--- src/rtl/mem_port_arbiter_pkg.sv ---
// Shared types and widths for the core memory-port arbiter.
// Optional WAIT watchdog is enabled by defining ARB_TIMEOUT_EN.
package mem_port_arbiter_pkg;

    localparam int ADDR_W = 64;
    localparam int DATA_W = 64;
    localparam int MASK_W = DATA_W / 8;
    localparam int INSN_W = 32;

    typedef enum logic [1:0] {
        ARB_IDLE = 2'd0,
        ARB_REQ  = 2'd1,
        ARB_WAIT = 2'd2,
        ARB_RESP = 2'd3
    } arb_state_e;

    typedef enum logic {
        OWNER_IF  = 1'b0,
        OWNER_MEM = 1'b1
    } owner_e;

endpackage

--- src/rtl/mem_port_arbiter_arb_grant.sv ---
// MEM-first grant with an IF anti-starvation counter.
// Grants are only raised while the arbiter is idle.
module arb_grant #(
    parameter int STARVE_LIMIT = 4
) (
    input  logic clock,
    input  logic reset,
    input  logic idle,
    input  logic if_req_valid,
    input  logic mem_req_valid,
    output logic grant_if,
    output logic grant_mem
);

    localparam int CW = $clog2(STARVE_LIMIT + 1);

    logic [CW-1:0] starve_cnt;
    logic          starved;

    assign starved   = if_req_valid && (starve_cnt == CW'(STARVE_LIMIT));
    assign grant_mem = idle && mem_req_valid && !starved;
    assign grant_if  = idle && if_req_valid && !grant_mem;

    // A grant is a handshake: grants imply valid and idle.
    always_ff @(posedge clock or negedge reset) begin
        if (!reset) begin
            starve_cnt <= '0;
        end else if (grant_mem && if_req_valid) begin
            if (starve_cnt != CW'(STARVE_LIMIT))
                starve_cnt <= starve_cnt + CW'(1);
        end else if (grant_if || grant_mem) begin
            starve_cnt <= '0;
        end
    end

endmodule

--- src/rtl/mem_port_arbiter.sv ---
// Serialises IF and MEM requests onto one memory port.
// Define ARB_TIMEOUT_EN to add the WAIT-state watchdog.
module mem_port_arbiter
    import mem_port_arbiter_pkg::*;
#(
    parameter int STARVE_LIMIT   = 4,
    parameter int TIMEOUT_CYCLES = 255
) (
    input  logic              clock,
    input  logic              reset,
    input  logic              if_req_valid,
    output logic              if_req_ready,
    input  logic [ADDR_W-1:0] if_addr,
    output logic              if_rsp_valid,
    output logic [INSN_W-1:0] if_rsp_data,
    input  logic              mem_req_valid,
    output logic              mem_req_ready,
    input  logic              mem_req_wr,
    input  logic [ADDR_W-1:0] mem_req_addr,
    input  logic [DATA_W-1:0] mem_req_wdata,
    input  logic [MASK_W-1:0] mem_req_wmask,
    output logic              mem_rsp_valid,
    output logic [DATA_W-1:0] mem_rsp_data,
    output logic              bus_req_valid,
    input  logic              bus_req_ready,
    output logic              bus_wr,
    output logic [ADDR_W-1:0] bus_addr,
    output logic [DATA_W-1:0] bus_wdata,
    output logic [MASK_W-1:0] bus_wmask,
    input  logic              bus_rsp_valid,
    input  logic [DATA_W-1:0] bus_rsp_data,
    output logic              arb_timeout
);

    arb_state_e        state;
    owner_e            owner;
    logic              addr2;
    logic              idle;
    logic              grant_if;
    logic              grant_mem;
    logic              timed_out;
    logic [DATA_W-1:0] rsp_dw;
    logic [INSN_W-1:0] rsp_word;

    assign idle          = (state == ARB_IDLE) && reset;
    assign if_req_ready  = grant_if;
    assign mem_req_ready = grant_mem;

    // A timeout returns zero data unless the response lands that cycle.
    assign rsp_dw   = bus_rsp_valid ? bus_rsp_data : '0;
    assign rsp_word = addr2 ? rsp_dw[63:32] : rsp_dw[31:0];

    arb_grant #(
        .STARVE_LIMIT (STARVE_LIMIT)
    ) u_grant (
        .clock         (clock),
        .reset         (reset),
        .idle          (idle),
        .if_req_valid  (if_req_valid),
        .mem_req_valid (mem_req_valid),
        .grant_if      (grant_if),
        .grant_mem     (grant_mem)
    );

    always_ff @(posedge clock or negedge reset) begin
        if (!reset) begin
            state         <= ARB_IDLE;
            owner         <= OWNER_IF;
            addr2         <= 1'b0;
            bus_req_valid <= 1'b0;
            bus_wr        <= 1'b0;
            bus_addr      <= '0;
            bus_wdata     <= '0;
            bus_wmask     <= '0;
            if_rsp_valid  <= 1'b0;
            if_rsp_data   <= '0;
            mem_rsp_valid <= 1'b0;
            mem_rsp_data  <= '0;
        end else begin
            unique case (state)
                ARB_IDLE: begin
                    if (grant_mem || grant_if) begin
                        state         <= ARB_REQ;
                        bus_req_valid <= 1'b1;
                        owner         <= grant_mem ? OWNER_MEM : OWNER_IF;
                        addr2         <= if_addr[2];
                        bus_wr        <= grant_mem && mem_req_wr;
                        bus_addr      <= grant_mem ? mem_req_addr : if_addr;
                        bus_wdata     <= grant_mem ? mem_req_wdata : '0;
                        bus_wmask     <= (grant_mem && mem_req_wr) ?
                                         mem_req_wmask : '0;
                    end
                end
                ARB_REQ: begin
                    if (bus_req_ready) begin
                        state         <= ARB_WAIT;
                        bus_req_valid <= 1'b0;
                    end
                end
                ARB_WAIT: begin
                    if (bus_rsp_valid || timed_out) begin
                        state         <= ARB_RESP;
                        if_rsp_valid  <= (owner == OWNER_IF);
                        mem_rsp_valid <= (owner == OWNER_MEM);
                        if_rsp_data   <= rsp_word;
                        mem_rsp_data  <= rsp_dw;
                    end
                end
                ARB_RESP: begin
                    state         <= ARB_IDLE;
                    if_rsp_valid  <= 1'b0;
                    mem_rsp_valid <= 1'b0;
                end
            endcase
        end
    end

`ifdef ARB_TIMEOUT_EN
    localparam int CLOG_T = $clog2(TIMEOUT_CYCLES + 1);
    localparam int TW     = (CLOG_T > 8) ? CLOG_T : 8;

    logic [TW-1:0] wait_cnt;
    logic          timeout_q;

    assign timed_out   = (state == ARB_WAIT) &&
                         (wait_cnt == TW'(TIMEOUT_CYCLES - 1));
    assign arb_timeout = timeout_q;

    // Counter idles at zero, so it restarts on every WAIT entry.
    always_ff @(posedge clock or negedge reset) begin
        if (!reset) begin
            wait_cnt  <= '0;
            timeout_q <= 1'b0;
        end else begin
            timeout_q <= timed_out && !bus_rsp_valid;
            if (state == ARB_WAIT)
                wait_cnt <= wait_cnt + TW'(1);
            else
                wait_cnt <= '0;
        end
    end
`else
    logic [31:0] unused_timeout;

    assign unused_timeout = TIMEOUT_CYCLES;
    assign timed_out      = 1'b0;
    assign arb_timeout    = 1'b0;
`endif

endmodule

--- config.mk ---
export PLATFORM = sky130hd
export DESIGN_NAME = mem_port_arbiter
export DESIGN_NICKNAME = d
export VERILOG_FILES = /design/src/rtl/mem_port_arbiter_pkg.sv /design/src/rtl/mem_port_arbiter_arb_grant.sv /design/src/rtl/mem_port_arbiter.sv
export SDC_FILE = /design/constraint.sdc
export NUM_CORES = 1
export LEC_CHECK = 0
export BUFFER_PORTS_ARGS = -buffer_cell sky130_fd_sc_hd__buf_2
export CORE_AREA = 3 3 195 197
export CTS_CLUSTER_DIAMETER = 200
export DETAILED_ROUTE_END_ITERATION = 10
export DIE_AREA = 0 0 198 200
export GPL_TIMING_DRIVEN = 0
export HOLD_SLACK_MARGIN = 0.1
export SYNTH_ARGS = -nofsm -noshare
export SYNTH_HDL_FRONTEND = slang
export SYNTH_SLANG_ARGS = --single-unit
--- constraint.sdc ---
create_clock -name clock -period 4.65 [get_ports clock]
set_input_delay 0.465 -clock clock [delete_from_list [all_inputs] [get_ports clock]]
set_output_delay 0.465 -clock clock [all_outputs]
set_load 0.1 [all_outputs]
# Word level (Yosys, flattened, before mapping)
# Cells that the tools add are included.
[totals] regBits=243 in_bits=271 output_inout_bits=239
[op_classes] addsub=1 eq_ne=9 muxes=19 bitwise=1 reduce_logical=21
[ops] cell="64-bit 2-to-1 mux" n=2
[ops] cell="32-bit 2-to-1 mux" n=1
[ops] cell="3-bit 2-to-1 mux" n=3
[ops] cell="1-bit logical AND" n=8
[ops] cell="8-bit 2-to-1 mux" n=1
[ops] cell="2-bit one-hot mux with 4 select lines" n=1
[ops] cell="2-bit AND reduction" n=4
[ops] cell="2-bit 2-to-1 mux" n=3
[ops] cell="2-bit != test, second input constant" n=3
[ops] cell="1-bit one-hot mux with 2 select lines" n=3
[ops] cell="3-bit AND reduction" n=2
[ops] cell="2-bit nonzero test" n=3
[ops] cell="1-bit 2-to-1 mux" n=5
[ops] cell="2-bit == test, second input constant" n=2
[ops] cell="3-bit by 1-bit adder with 3-bit output, second input constant" n=1
[ops] cell="3-bit == test, second input constant" n=1
[ops] cell="3-bit != test, second input constant" n=1
[ops] cell="2-bit by 1-bit == test with 1-bit output, second input constant" n=1
[ops] cell="1-bit logical NOT" n=2
[ops] cell="2-bit logical NOT" n=1
[ops] cell="2-bit by 1-bit != test with 1-bit output, second input constant" n=1
[ops] cell="1-bit logical OR" n=1
[ops] cell="1-bit inverter" n=1

# Longest topological paths before layout
# Gate-level depths: netlist of run 1.
[logic_depth] word_depth=9 mapped_depth=9 ltp_nobuf=6

# Hierarchy
# Synthesis of run 1 repeated with hierarchy kept, for this count alone.
[unflattened] cells_unflattened=909 area_unflattened_um2=10254.8
[by_module_without_submodules] mod="mem_port_arbiter" n_inst=1 cells_each=890 area_per_inst_um2=10065.9 seq_area_each_um2=6005.8
[by_module_without_submodules] mod="arb_grant" n_inst=1 cells_each=19 area_per_inst_um2=188.9 seq_area_each_um2=75.1

# Worst setup path after synthesis of run 1
# Ideal clock, no wire load.
[synth_path] path_type="flip-flop to output port" startpoint="reg state[0]" endpoint="out if_req_ready" arrival_ps=2733 t_required_ps=4185 slack_ps=1452 stages_incl_launch_ff=9 n_path_buf=2 cell_sequence="dfrtp_1 > inv_1 > ha_1 > buf_4 > and3_1 > nand2_1 > inv_2 > buf_2 > nor2_1"
[synth_via] elab_chain_len=6
[synth_rtl] item="start: declaration" line="mem_port_arbiter.sv:35" source="arb_state_e state;"
[synth_rtl] item="start signal: assignment" line="mem_port_arbiter.sv:67" source="state <= ARB_IDLE;"
[synth_rtl] item="start signal: assignment" line="mem_port_arbiter.sv:83" source="state <= ARB_REQ;"
[synth_rtl] item="start signal: assignment" line="mem_port_arbiter.sv:96" source="state <= ARB_WAIT;"
[synth_rtl] item="2-bit logical NOT" line="mem_port_arbiter.sv:45" source="assign idle = (state == ARB_IDLE) && reset;"
[synth_rtl] item="1-bit logical AND" line="mem_port_arbiter.sv:45"
[synth_rtl] item="1-bit logical AND (2 in series)" line="mem_port_arbiter_arb_grant.sv:21" source="assign grant_mem = idle && mem_req_valid && !starved;"
[synth_rtl] item="named net mem_req_ready" line="mem_port_arbiter.sv:17" source="output logic mem_req_ready,"
[synth_rtl] item="1-bit logical NOT" line="mem_port_arbiter_arb_grant.sv:22" source="assign grant_if = idle && if_req_valid && !grant_mem;"
[synth_rtl] item="1-bit logical AND" line="mem_port_arbiter_arb_grant.sv:22"
[synth_rtl] item="end: declaration" line="mem_port_arbiter.sv:12" source="output logic if_req_ready,"
# The timed path passes the listed nets, and every way through them passes these cells.

# Worst setup path in the final report of run 1
[layout_path] startpoint="in reset" endpoint="out mem_req_ready"
[layout_via] elab_chain_len=3
[layout_rtl] item="start: declaration" line="mem_port_arbiter.sv:10" source="input logic reset,"
[layout_rtl] item="1-bit logical AND" line="mem_port_arbiter.sv:45"
[layout_rtl] item="1-bit logical AND (2 in series)" line="mem_port_arbiter_arb_grant.sv:21"
[layout_rtl] item="end: declaration" line="mem_port_arbiter.sv:17"
# Every way passes these cells.

==> flow_summary.rst, run 1 <==
.. list-table::
   :header-rows: 1

   * - Metric
     - Value
   * - Synth area leader
     - dfrtp_1
   * - Netlist Area Pre-Place
     - 10200 sq um
   * - Synth warnings
     - 0
   * - Chip height
     - 200 um
   * - CTS clock-pin slew for the worst setup and hold paths
     - 0.06 ns
   * - Number of gates resized after cts
     - 0
   * - Post-detailed-route DRC marker count
     - 0
   * - # setup viols final
     - 0
   * - Relative area change from synthesis to final layout
     - 39.5%
   * - Highest achievable clock rate
     - 0.283 GHz
   * - Remaining global-route overflow
     - 0
   * - Min setup slack post-route
     - 1.12 ns
   * - Adder and majority gate portion of the synthesized area
     - 0.00736
   * - Area enclosed by the die boundary
     - 39600 sq um
   * - Clock tree from TritonCTS
     - done
   * - Half-perimeter wire length of the detailed placement result
     - 28800 um
   * - Post-Synth XOR/XNOR Area
     - 0
   * - Total of fill cells in the finished design
     - 3647
   * - Dominant combinational cell family by area after synthesis
     - compound AO/OA/AOI/OAI gates
   * - Routability-driven placement congestion ratio
     - 0.838
   * - Seq/Total Area, Yosys
     - 0.596
   * - Share of async-settable or async-resettable flops after synthesis
     - 1.00
   * - Type of the setup path with the least slack
     - primary input to output pin
   * - Share of the synthesized area in compound gates (AO/OA/AOI/OAI)
     - 0.186
   * - Maximum root-to-sink buffer count
     - 3
   * - Clock tree root buffer cell
     - clkbuf_16
   * - Data required time of the worst path
     - 4.18 ns
   * - Net count of the finished layout
     - 1666
   * - Cell types occupying the most area after synthesis
     - dfrtp_1 (60%), o211ai_1 (9.3%), mux2_2 (7.2%)
   * - Post-route ant nets
     - 0
   * - Actual transition at the worst max-transition pin
     - 0.671 ns
   * - Post-synthesis cell type count
     - 30
   * - Area used by multi-input combinational logic
     - 3480 sq um
   * - Detailed router's first-iteration violation count
     - 277
   * - Simple-gate share of the synthesized area
     - 0.0439
   * - Mux share of post-synthesis cell area
     - 0.103
   * - FF+latch area
     - 6080 sq um
   * - CORE AREA
     - 36400 sq um
   * - RSZ-0062 raised after global routing
     - false
   * - Final hold violations
     - 0
   * - Top cells by instance count after synthesis
     - dfrtp_1 (243), o211ai_1 (126), nand2_1 (100), inv_1 (70), a22o_1 (69)
   * - Hold Slack
     - 0.148 ns
   * - Synthesized netlist cell count
     - 851
   * - I/O Pins
     - 510
   * - Worst slack at placement
     - 1.58 ns
   * - Dominant cell by count in the synthesized netlist
     - dfrtp_1
   * - Wirelength per Cell
     - 19.7 um
   * - Result of the run
     - completed
   * - Startpoint type of the worst setup path
     - primary input
   * - Class of the tightest hold or removal check
     - primary input to flip-flop
   * - Number of nets produced by synthesis
     - 1128
   * - Num CTS Buffers
     - 27
   * - Clock sinks
     - 243
   * - Detailed-route via count
     - 8900
   * - Synthesized area per cell
     - 12.0 sq um
   * - Site Rows
     - 70
   * - Maxcap violations
     - 0
   * - Count of flip-flops with a built-in enable after synthesis
     - 0
   * - Area share of the largest cell type after synthesis
     - 0.596
   * - Time the final worst path needs with I/O delays and setup
     - 3.53 ns
   * - Combined buffer and inverter count along the critical path
     - 6
   * - Number of detailed-route iterations in the first pass
     - 4
   * - H-Tree Depth
     - 1
   * - Clock tree skew after final layout
     - 0.0179 ns
   * - Slowest stage cell on the critical path
     - dlygate4sd3_1
   * - Flop2flop setup slack
     - 2.34 ns
   * - Top Family by Delay on Critical Path
     - buffers and inverters
   * - Routed vias/inst
     - 4.75
   * - Via count of the first global-routing pass
     - 9306
   * - Final period utilization
     - 0.759
   * - Pin count of the biggest net entering global routing
     - 121
   * - Max stage delay on crit path
     - 0.57 ns
   * - Die outline width
     - 198 um
   * - Flip-flop and latch count after synthesis
     - 243
   * - Insertion delay of the later-clocked pin in the worst-skew pair
     - 0.55 ns
   * - Crit end category
     - output pin
   * - Endpoint arrival time on the critical path
     - 3.07 ns
   * - Max transition margin
     - 0.553
   * - Initial antenna violation count
     - 2
   * - Number of input and output port buffers inserted
     - 506
   * - Largest fanout on the critical path
     - 120
   * - Starting density of the core
     - 0.280
   * - Routed Wire Length
     - 36800 um
   * - Most common cell type on the critical path
     - buf_2
   * - Main synth FF type
     - dfrtp_1
   * - First-pass GRT wire length
     - 54000 um
   * - List of cells traversed by the critical path
     - dlygate4sd3_1, buf_8, buf_16, and3_1, nand2_1, inv_2, buf_2, buf_2
   * - Fraction of final layout cells with drive strength greater than 1
     - 0.476
   * - Aggregate global-route resource usage
     - 0.173
   * - Max-slew violation count
     - 0
-- path summary, 6_finish.rpt --
kind | start | to | cells past startpoint
max | reset | mem_req_ready | 8
min | mem_req_wdata[3] | bus_wdata[3] | 2
max reg2reg | state[1] | bus_addr[44] | 7
min reg2reg | if_rsp_data[17] | if_rsp_data[17] | 2
max in group asynchronous | reset | bus_addr[19] | 3
min in group asynchronous | reset | mem_rsp_data[4] | 2
-- stage by stage --
| stage | instance area, sq um | setup TNS, ns | cells | util |
|---|---|---|---|---|
| 2_1_floorplan | 10200 | 0 | 851 | - |
| 3_3_place_gp | 13300 | -728.74 | 1825 | 0.366 |
| 3_5_place_dp | 13400 | 0 | 1827 | 0.367 |
| 4_1_cts | 14200 | 0 | 1872 | 0.390 |
| 5_1_grt | 14200 | 0 | 1872 | 0.390 |
| 6_report | 14200 | 0 | 1873 | 0.390 |
-- worst reg2reg max path, stage by stage, from the launching register on --
cell and delay, ns:
dfrtp_1 0.41, inv_1 0.09, ha_1 0.14, buf_4 0.18
nand3_1 0.44, clkbuf_1 0.42, o211ai_1 0.35, o211ai_1 0.14
-- area by class of cell --
cell class,instances,area share
well taps,468,0.0412
clock inverters,4,0.00264
repair buffers,509,0.183
multi-input cells,465,0.245
inverters,71,0.0187
plain buffers,72,0.0262
clock buffers,40,0.0558
flip-flops and latches,243,0.427
diodes,1,0.000176
-- placed cells by master, fill, tap and decap left out, types with 6 or more instances in the layout --
cell type	count
a22o_1	69
a32o_1	10
buf_2	551
clkbuf_1	23
clkbuf_16	27
clkbuf_8	7
dfrtp_1	243
ha_1	6
inv_1	70
mux2_2	65
mux2i_1	32
nand2_1	100
o211ai_1	126
o21ai_0	37
-- registers in the layout, summed over array words and instances (netlist names) --
register,flops
addr2,1
if_rsp_valid,1
owner,1
bus_req_valid,1
u_grant.starve_cnt,3
if_rsp_data,32
state,2
bus_addr,64
mem_rsp_valid,1
mem_rsp_data,64
bus_wmask,8
bus_wr,1
bus_wdata,64
-- cell families after synthesis --
logic type / count (synthesis)
other: 1
muxes: 97
DFF: 243
adders and majority gates: 6
AOI/OAI and AO/OA: 248
buffers and inverters: 143
and+or+nand+nor: 113
-- routing by layer --
metal	track usage	routed length (um)
met5	0	0
met2	0.306	18200
met3	0.0520	3150
met1	0.209	14800
met4	0.0393	727
-- what timing repair did --
action	CTS	global route
hold buffers	1	0
hold endpoints to repair	18	0
setup buffers	0	0
Power of run 1 is not shown: default switching activity piles up to over one toggle a cycle in this logic, so the estimate is an artifact.
==> run 2, diff against run 1 <==
--- a/config.mk
+++ b/config.mk
@@ -5,11 +5,12 @@
 export SDC_FILE = /design/constraint.sdc
 export NUM_CORES = 1
 export LEC_CHECK = 0
+export ABC_AREA = 1
 export BUFFER_PORTS_ARGS = -buffer_cell sky130_fd_sc_hd__buf_2
-export CORE_AREA = 3 3 195 197
+export CORE_AREA = 3 3 197 199
 export CTS_CLUSTER_DIAMETER = 200
 export DETAILED_ROUTE_END_ITERATION = 10
-export DIE_AREA = 0 0 198 200
+export DIE_AREA = 0 0 200 202
 export GPL_TIMING_DRIVEN = 0
 export HOLD_SLACK_MARGIN = 0.1
 export SYNTH_ARGS = -nofsm -noshare
==> constraint.sdc (replaced) <==
create_clock -name clock -period 3.3 [get_ports clock]
set_input_delay 0.33 -clock clock [delete_from_list [all_inputs] [get_ports clock]]
set_output_delay 0.33 -clock clock [all_outputs]
set_load 0.1 [all_outputs]
==> run 2 against run 1 <==
The flow now finishes with violations (negative hold slack). Clock skew fell by 0.0081 ns. Sequential share of layout area decreased by 6.3 points. Utilization up 5.6 points. Wire length up 14%. Synthesized area grew 2.0%. Critical endpoint unchanged. Largest cell class unchanged. Highest routed layer is now met5.
==> flow_summary.rst, run 2 <==
.. list-table::
   :header-rows: 1

   * - Metric
     - Value
   * - Result of the run
     - finished with violations (was completed)
   * - Violated checks
     - negative hold slack
   * - Data required time of the worst path
     - 2.97 ns (was 4.18 ns)
   * - Worst reg2reg startpoint
     - state[0] (was state[1])
   * - Site Rows
     - 71 (was 70)
   * - Cell types occupying the most area after synthesis
     - dfrtp_1 (58%), nand2_1 (16%), a21oi_1 (6.2%) (was dfrtp_1 (60%), o211ai_1 (9.3%), mux2_2 (7.2%))
   * - Commonest cells after routing, fill and taps aside
     - buf_2 (539), nand2_1 (444), dfrtp_1 (243), dlygate4sd3_1 (214), a21oi_1 (128) (was buf_2 (551), dfrtp_1 (243), o211ai_1 (126), nand2_1 (100), inv_1 (70))
   * - Simple-gate share of the synthesized area
     - 0.241 (was 0.0439)
   * - Adder and majority gate portion of the synthesized area
     - 0.00722 (was 0.00736)
   * - Time the final worst path needs with I/O delays and setup
     - 2.99 ns
   * - Count of flip-flops with a built-in enable after synthesis
     - 0 (unchanged)
   * - Area share of the largest cell type after synthesis
     - 0.584 (was 0.596)
   * - Synth area leader
     - dfrtp_1 (unchanged)
   * - Synthesized netlist cell count
     - 1248 (was 851)
   * - Critical Path Start
     - state[0] (was reset)
   * - Synth warnings
     - 0 (unchanged)
   * - Starting density of the core
     - 0.278 (was 0.280)
   * - Met2 demand-to-capacity share in global routing
     - 0.351 (was 0.306)
   * - List of cells traversed by the critical path
     - inv_1, ha_1, nand2_1, nor2_1, nand2_2, inv_2, buf_2, buf_2 (was dlygate4sd3_1, buf_8, buf_16, and3_1, nand2_1, inv_2, buf_2, buf_2)
   * - Area used by multi-input combinational logic
     - 3600 sq um (was 3480 sq um)
   * - Post-detailed-route DRC marker count
     - 0 (unchanged)
   * - Clock tree from TritonCTS
     - done (unchanged)
   * - Routed Wire Length
     - 41900 um (was 36800 um)
   * - Hold Slack
     - -0.399 ns (was 0.148 ns)
   * - Aggregate global-route resource usage
     - 0.199 (was 0.173)
   * - Post-CTS Repair Setup Buffers
     - 0 (unchanged)
   * - Fraction of final layout cells with drive strength greater than 1
     - 0.297 (was 0.476)
   * - Worst Reg2Reg Path Length in Cells
     - 9 (was 7)
   * - Routability-driven placement congestion ratio
     - 0.893 (was 0.838)
   * - Net count of the finished layout
     - 2279 (was 1666)
   * - Relative area change from synthesis to final layout
     - 60.5% (was 39.5%)
   * - Dominant cell by count in the synthesized netlist
     - nand2_1 (was dfrtp_1)
   * - Main synth FF type
     - dfrtp_1 (unchanged)
   * - CTS clock-pin slew for the worst setup and hold paths
     - 0.06 ns (about the same)
   * - Wirelength per Cell
     - 16.5 um (was 19.7 um)
   * - Max stage delay on crit path
     - 0.49 ns (was 0.57 ns)
   * - I/O Pins
     - 510 (unchanged)
   * - Share of async-settable or async-resettable flops after synthesis
     - 1.00 (unchanged)
   * - H-Tree Depth
     - 1 (unchanged)
   * - Detailed router's first-iteration violation count
     - 430 (was 277)
   * - Final period utilization
     - 0.905
   * - Class of the tightest hold or removal check
     - primary input to asynchronous set/reset pin (was primary input to flip-flop)
   * - Flip-flop and latch count after synthesis
     - 243 (unchanged)
   * - Most common cell type on the critical path
     - buf_2 (unchanged)
   * - Remaining global-route overflow
     - 0 (unchanged)
   * - Maxcap violations
     - 0 (unchanged)
   * - Commonest non-fill, non-tap cell in the layout
     - buf_2 (unchanged)
   * - Peak-usage layer in the global routing report
     - met2 (unchanged)
   * - Num CTS Buffers
     - 29 (was 27)
   * - RSZ-0062 raised after global routing
     - false (unchanged)
   * - Clock tree skew after final layout
     - 0.00974 ns (was 0.0179 ns)
   * - Number of detailed-route iterations in the first pass
     - 5 (was 4)
   * - Largest registers ranked by flip-flop count
     - bus_addr x64, bus_wdata x64, mem_rsp_data x64 (unchanged)
   * - Clock tree root buffer cell
     - clkbuf_16 (unchanged)
   * - Clock sinks
     - 243 (unchanged)
   * - Pin count of the biggest net entering global routing
     - 118 (was 121)
   * - Worst reg2reg endpoint
     - bus_addr[49] (was bus_addr[44])
   * - Crit end category
     - output pin (unchanged)
   * - Critical Path Stages
     - 8 (unchanged)
   * - Final design utilization
     - 0.446 (was 0.390)
   * - Maximum root-to-sink buffer count
     - 3 (unchanged)
   * - Die outline width
     - 200 um (was 198 um)
   * - Highest achievable clock rate
     - 0.335 GHz
   * - Type of the setup path with the least slack
     - flip-flop to output pin (was primary input to output pin)
   * - Mux share of post-synthesis cell area
     - 0 (was 0.103)
   * - Met1 Usage GRT
     - 0.237 (was 0.209)
   * - Share of the synthesized area in compound gates (AO/OA/AOI/OAI)
     - 0.0969 (was 0.186)
   * - Top Family by Delay on Critical Path
     - buffers and inverters (unchanged)
   * - Detailed-route via count
     - 11300 (was 8900)
   * - Min setup slack post-route
     - 0.314 ns (was 1.12 ns)
   * - Number of input and output port buffers inserted
     - 507 (was 506)
   * - # setup viols final
     - 0 (unchanged)
   * - Synthesized area per cell
     - 8.34 sq um (was 12.0 sq um)
   * - Total of fill cells in the finished design
     - 3632 (was 3647)
   * - Post-synthesis cell type count
     - 20 (was 30)
   * - FF+latch area
     - 6080 sq um (unchanged)
   * - Via count of the first global-routing pass
     - 11900 (was 9306)
   * - Post-route ant nets
     - 0 (unchanged)
   * - Seq/Total Area, Yosys
     - 0.584 (was 0.596)
   * - First-pass GRT wire length
     - 63700 um (was 54000 um)
   * - Global-route met3 utilization
     - 0.0430 (was 0.0520)
   * - Max-slew violation count
     - 0 (unchanged)
   * - Actual transition at the worst max-transition pin
     - 0.673 ns (was 0.671 ns)
   * - Flop2flop setup slack
     - 0.71 ns (was 2.34 ns)
   * - Max transition margin
     - 0.552 (was 0.553)
   * - Number of nets produced by synthesis
     - 1525 (was 1128)
   * - Startpoint type of the worst setup path
     - flip-flop (was primary input)
   * - Combined buffer and inverter count along the critical path
     - 4 (was 6)
   * - Post-Synth XOR/XNOR Area
     - 0 (unchanged)
   * - Netlist Area Pre-Place
     - 10400 sq um (was 10200 sq um)
   * - Routed vias/inst
     - 4.48 (was 4.75)
   * - Hold-fix buffers at CTS
     - 214 (was 1)
   * - Final hold violations
     - 110 (was 0)
   * - Largest fanout on the critical path
     - 10 (was 120)
   * - Chip height
     - 202 um (was 200 um)
   * - Slowest stage cell on the critical path
     - buf_2 (was dlygate4sd3_1)
   * - Half-perimeter wire length of the detailed placement result
     - 29700 um (was 28800 um)
   * - Dominant combinational cell family by area after synthesis
     - simple AND/OR/NAND/NOR gates (was compound AO/OA/AOI/OAI gates)
   * - Initial antenna violation count
     - 2 (unchanged)
   * - Top cells by instance count after synthesis
     - nand2_1 (444), dfrtp_1 (243), a21oi_1 (128), nor2_1 (98), nand3_1 (87) (was dfrtp_1 (243), o211ai_1 (126), nand2_1 (100), inv_1 (70), a22o_1 (69))
   * - Endpoint arrival time on the critical path
     - 2.66 ns (was 3.07 ns)
   * - CORE AREA
     - 37400 sq um (was 36400 sq um)
   * - Worst slack at placement
     - 0.276 ns (was 1.58 ns)
   * - Area enclosed by the die boundary
     - 40400 sq um (was 39600 sq um)
   * - Insertion delay of the later-clocked pin in the worst-skew pair
     - 0.55 ns (about the same)
-- run 2: worst max-delay path by stage --
stage               endpoint  slack (ns)
2_1_floorplan   if_req_ready        0.37
3_3_place_gp    if_req_ready       -4.49
3_5_place_dp    if_req_ready        0.28
4_1_cts         if_req_ready        0.06
5_1_grt        mem_req_ready        0.09
6_report       mem_req_ready        0.31
-- run 2: what timing repair did --
| item | in CTS | in global routing |
|---|---|---|
| gates resized for setup | 0 | 1 |
| setup endpoints to repair | 0 | 1 |
| endpoints found under the hold margin | 472 | 243 |
-- run 2: stage by stage --
step	setup TNS [ns]	hold slack (ns)	std cells	instance area (sq um)
floorplan	0	0.0344	1248	10400
global placement	-1249.40	0.455	2266	13600
detailed placement	0	0.165	2268	13600
CTS	0	-0.437	2531	16700
global route	0	-0.425	2532	16700
finish	0	-0.399	2532	16700
-- run 2: cells by family (layout without fill, tap and decap cells) --
kind of cell,Yosys count,in the layout
and+or+nand+nor,635,635
AOI/OAI and AO/OA,201,201
adders and majority gates,6,6
DFF,243,243
buffers and inverters,162,934
other,1,2
-- run 2: final cells by class --
| class | instances | area share |
|---|---|---|
| multi-input cells | 843 | 0.216 |
| clock buffers | 46 | 0.0515 |
| plain buffers | 81 | 0.0254 |
| clock inverters | 3 | 0.00262 |
| inverters | 81 | 0.0182 |
| flip-flops and latches | 243 | 0.364 |
| repair buffers | 723 | 0.284 |
| well taps | 511 | 0.0383 |
| diodes | 1 | 0.000150 |
-- run 2: routing by layer --
layer / part of all wire / vias to the layer above
li1: - / 5445
met1: 0.40 / 5361
met2: 0.49 / 437
met3: 0.069 / 87
met4: 0.035 / 2
met5: 0.00031 / -
Power of run 2 is left out for the same reason.
